===== src/rtl/id_ex_stage_buf.sv =====
// id_ex_stage_buf: ID->EX stage buffer.
// A DEPTH-entry FIFO of decoded micro-ops with a valid/ready handshake on both sides.
// When empty, it presents a NOP bubble (all out_* zero, write-back disabled) toward EX.
// A synchronous flush discards every entry for branch and exception redirect.
// Optional: define ID_EX_PERF_EN to add the perf_bubble/perf_stall saturating counters.
// DEPTH must be a power of two and >= 2, so the pointers can wrap naturally.
module id_ex_stage_buf #(
  parameter int PAYLOAD_W = 72,
  parameter int ADDR_W    = 5,
  parameter int DEPTH     = 2,
  localparam int PTR_W    = $clog2(DEPTH),
  localparam int CNT_W    = PTR_W + 1
) (
  input  logic                 clk,
  input  logic                 rst,
  input  logic                 flush,
  input  logic                 in_valid,
  output logic                 in_ready,
  input  logic [PAYLOAD_W-1:0] in_payload,
  input  logic [ADDR_W-1:0]    in_wd,
  input  logic                 in_wreg,
  output logic                 out_valid,
  input  logic                 out_ready,
  output logic [PAYLOAD_W-1:0] out_payload,
  output logic [ADDR_W-1:0]    out_wd,
  output logic                 out_wreg,
  output logic [CNT_W-1:0]     occupancy
`ifdef ID_EX_PERF_EN
  ,
  output logic [31:0]          perf_bubble,
  output logic [31:0]          perf_stall
`endif
);

  typedef struct packed {
    logic [PAYLOAD_W-1:0] payload;
    logic [ADDR_W-1:0]    wd;
    logic                 wreg;
  } uop_t;

  uop_t             mem [DEPTH];
  uop_t             in_uop;
  uop_t             head;
  logic [PTR_W-1:0] rd_ptr, wr_ptr;
  logic [CNT_W-1:0] count;
  logic             enq, deq;

  assign in_uop    = '{payload: in_payload, wd: in_wd, wreg: in_wreg};
  // in_ready is derived only from registered count.
  // This keeps any combinational path from out_ready out of it.
  assign in_ready  = (count != CNT_W'(DEPTH));
  assign out_valid = (count != '0);
  assign enq       = in_valid & in_ready;
  assign deq       = out_valid & out_ready;
  assign occupancy = count;

  // Head entry, or an all-zero NOP bubble when the buffer is empty.
  always_comb begin
    head = '0;
    if (out_valid) head = mem[rd_ptr];
  end

  assign out_payload = head.payload;
  assign out_wd      = head.wd;
  assign out_wreg    = head.wreg;

  // Storage is not reset. Entries are only observable while count covers them.
  always_ff @(posedge clk) begin
    if (enq && !flush) mem[wr_ptr] <= in_uop;
  end

  // Pointers and count. Flush wins over the enq/deq of the same cycle.
  always_ff @(posedge clk or negedge rst) begin
    if (!rst) begin
      rd_ptr <= '0;
      wr_ptr <= '0;
      count  <= '0;
    end else if (flush) begin
      rd_ptr <= '0;
      wr_ptr <= '0;
      count  <= '0;
    end else begin
      if (enq) wr_ptr <= wr_ptr + 1'b1;
      if (deq) rd_ptr <= rd_ptr + 1'b1;
      case ({enq, deq})
        2'b10:   count <= count + 1'b1;
        2'b01:   count <= count - 1'b1;
        default: count <= count;
      endcase
    end
  end

`ifdef ID_EX_PERF_EN
  // Saturating event counters. Only rst clears them; flush leaves them untouched.
  always_ff @(posedge clk or negedge rst) begin
    if (!rst) begin
      perf_bubble <= '0;
      perf_stall  <= '0;
    end else begin
      if (out_ready && !out_valid && perf_bubble != '1) perf_bubble <= perf_bubble + 32'd1;
      if (in_valid && !in_ready && perf_stall != '1)    perf_stall  <= perf_stall + 32'd1;
    end
  end
`endif

endmodule


===== config.mk =====
export PLATFORM = sky130hd
export DESIGN_NAME = id_ex_stage_buf
export DESIGN_NICKNAME = d
export VERILOG_FILES = /design/src/rtl/id_ex_stage_buf.sv
export SDC_FILE = /design/constraint.sdc
export NUM_CORES = 1
export LEC_CHECK = 0
export CAP_MARGIN = 20
export CORE_MARGIN = 3
export CORE_UTILIZATION = 40
export DETAILED_ROUTE_END_ITERATION = 10
export PLACE_DENSITY = 0.72
export SYNTH_ARGS = -nofsm -noshare
export SYNTH_HDL_FRONTEND = slang
export SYNTH_SLANG_ARGS = --single-unit
export TNS_END_PERCENT = 5

===== constraint.sdc =====
create_clock -name clk -period 7.4 [get_ports clk]
set_input_delay 1.48 -clock clk [delete_from_list [all_inputs] [get_ports clk]]
set_output_delay 1.48 -clock clk [all_outputs]
set_load 0.01 [all_outputs]

==> impl_metrics.json <==
{
  "status": "finished, final reports clean",
  "criticalPathCategory": "flop to primary output",
  "gr-total-overflow": 0,
  "final_common_cell": "clkdlybuf4s50_1",
  "syn_to_final_growth_pct": 38.7,
  "vias": 3498,
  "rsz0062_at_grt": "no",
  "syn_inst": 355,
  "drt-vias-per-instance": 4.83,
  "drv_slew": 0,
  "drc_errors": 0,
  "fin_nets": 610,
  "layout_common_cells": "clkdlybuf4s50_1 (164), edfxtp_1 (156), nor2_1 (80), mux2i_1 (78), clkbuf_16 (17)",
  "placed_area_um2": 7930,
  "timing.final.ws_setup_ps": 3010,
  "r2r-end": "mem[1][48]",
  "cts_htree_levels": 4,
  "fin_tns_setup_ps": 0,
  "cts_tree": "done",
  "fin_skew_ps": 4.18,
  "hold_viol": 0,
  "ys_seq_area_share_pct": 78.4,
  "finalPower_mw": 2.05,
  "cts_resized": 0,
  "drive_gt1_share_pct": 7.22,
  "synth.distinct_cells": 23,
  "fp.dieH_um": 129,
  "p_per_area_nw_per_um2": 242,
  "grtUsageTotal_pct": 14.3,
  "ctsHoldBuffers": 0,
  "hpwl_mm": 7.96,
  "cts.clk_slew.worst_paths_ps": 60,
  "yosys_warnings": 0,
  "io_pins": 165,
  "drt_pass1_iterations": 4,
  "grt_max_degree": 49,
  "drv_cap": 0,
  "p_leak_nw": 2.77,
  "routed_wl_mm": 12.0,
  "worstSetupEndpointType": "primary output",
  "worstRegToRegCells": 5,
  "ir_drop_mv": 0.132,
  "numPortBuffers": 164,
  "worstSetupEndpoint": "out_payload[11]",
  "cts-root-buf": "clkbuf_16",
  "worstPathRequired_ps": 5920,
  "grt_pass1_wl_mm": 18.2,
  "syn_area_per_cell_um2": 17.2,
  "fin_crit_sh_pct": 59.3,
  "synth-seq-cells": 160,
  "detail_route.wl_per_cell_um": 16.5,
  "hold_ws_ps": 609,
  "place.gp.congestion": 0.770,
  "hold_class": "flop to flop",
  "setup_viol": 0,
  "postRouteAntennaNets": 0,
  "fp-row-count": 44,
  "r2r_start": "occupancy[1]",
  "cts_buffer_depth": 2,
  "die_area_um2": 16800,
  "critPathLaunch": "rd_ptr",
  "fmax_mhz": 228,
  "netlist_area_um2": 6100,
  "worst_pin_slew_ps": 839,
  "place_ws_ps": 3380,
  "drt-initial-drc-count": 172,
  "coreArea_um2": 14700,
  "synth_nets": 438,
  "cts_setup_buffers": 0,
  "critPathArrivalTime_ps": 2910,
  "grt_pass1_vias": 3539,
  "diodes": 0,
  "startpoint_type": "flop",
  "rrSetupSlack_ps": 5360,
  "antenna_found_initial": 0,
  "n_fill_cell": 1158,
  "clock_latency_ps": 410,
  "cts_sinks": 160,
  "path_max_fanout": 48,
  "dieWidth_um": 129,
  "relSlewSlack_pct": 44.1,
  "final_cell_area_um2": 8460,
  "cts_made_buffers": 17,
  "start_util_pct": 41.5,
  "fin_crit_ps": 4390
}
==> layer usage <==
layer / track usage, % / share of wire, % / up-vias
met5: 0 / 0 / -
met4: 4.77 / 1.1 / 0
met3: 4.74 / 6.7 / 15
met2: 23.2 / 49 / 111
met1: 18.4 / 43 / 1708
li1: - / - / 1664
==> where the power goes <==
part | switching, mW | leakage, nW | internal, mW
Sequential | 0.0150 | 1.48 | 1.03
Clock | 0.318 | 0.250 | 0.459
Combinational | 0.101 | 1.03 | 0.123
Total | 0.434 | 2.77 | 1.61
==> state kept, by name, indices dropped and copies added, names as in the netlist <==
register   flops
wr_ptr         1
occupancy      2
mem          156
rd_ptr         1
==> final cells by class <==
| class | count | area, um^2 | area share (%) |
|---|---|---|---|
| clock buffers | 21 | 440 | 5.21 |
| clock inverters | 11 | 92.6 | 1.09 |
| inverters | 3 | 11.3 | 0.133 |
| multi-input cells | 175 | 1210 | 14.3 |
| flip-flops and latches | 160 | 4790 | 56.6 |
| well taps | 184 | 230 | 2.72 |
| repair buffers | 170 | 1690 | 19.9 |
==> stage by stage <==
| stage | util [%] | std cells |
|---|---|---|
| 2_1_floorplan | - | 355 |
| 3_3_place_gp | 53.9 | 692 |
| 3_5_place_dp | 53.9 | 692 |
| 4_1_cts | 57.5 | 724 |
| 5_1_grt | 57.5 | 724 |
| 6_report | 57.5 | 724 |
==> cell usage after synthesis <==
cell type	instances	area, um^2
a21o_1	1	7.51
a21oi_1	3	15.0
a22oi_1	1	7.51
buf_1	3	11.3
buf_2	5	25.0
buf_4	7	52.6
buf_6	2	22.5
dfrtp_1	4	100
edfxtp_1	156	4680
inv_1	2	7.51
inv_2	1	3.75
mux2i_1	78	781
nand2_1	1	3.75
nand3b_1	1	7.51
nor2_1	80	300
nor2_4	1	11.3
nor2b_2	1	8.76
nor3_1	1	5.00
nor3b_1	1	7.51
o211ai_1	1	7.51
o21ai_0	3	15.0
or3_1	1	6.26
xor2_1	1	8.76
==> worst max-delay path, cell delays in order (launching register included) <==
cell             delay, ps
dfrtp_4                790
buf_4                  770
mux2i_1                190
nor2_1                 170
clkdlybuf4s50_1        560
==> worst min path at each step <==
| stage | to | cells past startpoint | slack (ps) | start |
|---|---|---|---|---|
| after global placement | wr_ptr | 2 | 580 | wr_ptr |
| after CTS | wr_ptr | 2 | 610 | wr_ptr |
| after floorplan | wr_ptr | 2 | 530 | wr_ptr |
| final | wr_ptr | 2 | 610 | wr_ptr |
| after detailed placement | wr_ptr | 2 | 590 | wr_ptr |
| after global routing | wr_ptr | 2 | 630 | wr_ptr |
==> cell families after synthesis <==
kind of cell	synth area share, %
AOI/OAI and AO/OA	0.862
xor gates and xnor gates	0.144
buffers and inverters	2.01
DFF	78.4
muxes	12.8
and+or+nand+nor	5.74
(Power assumes the default switching activity.)
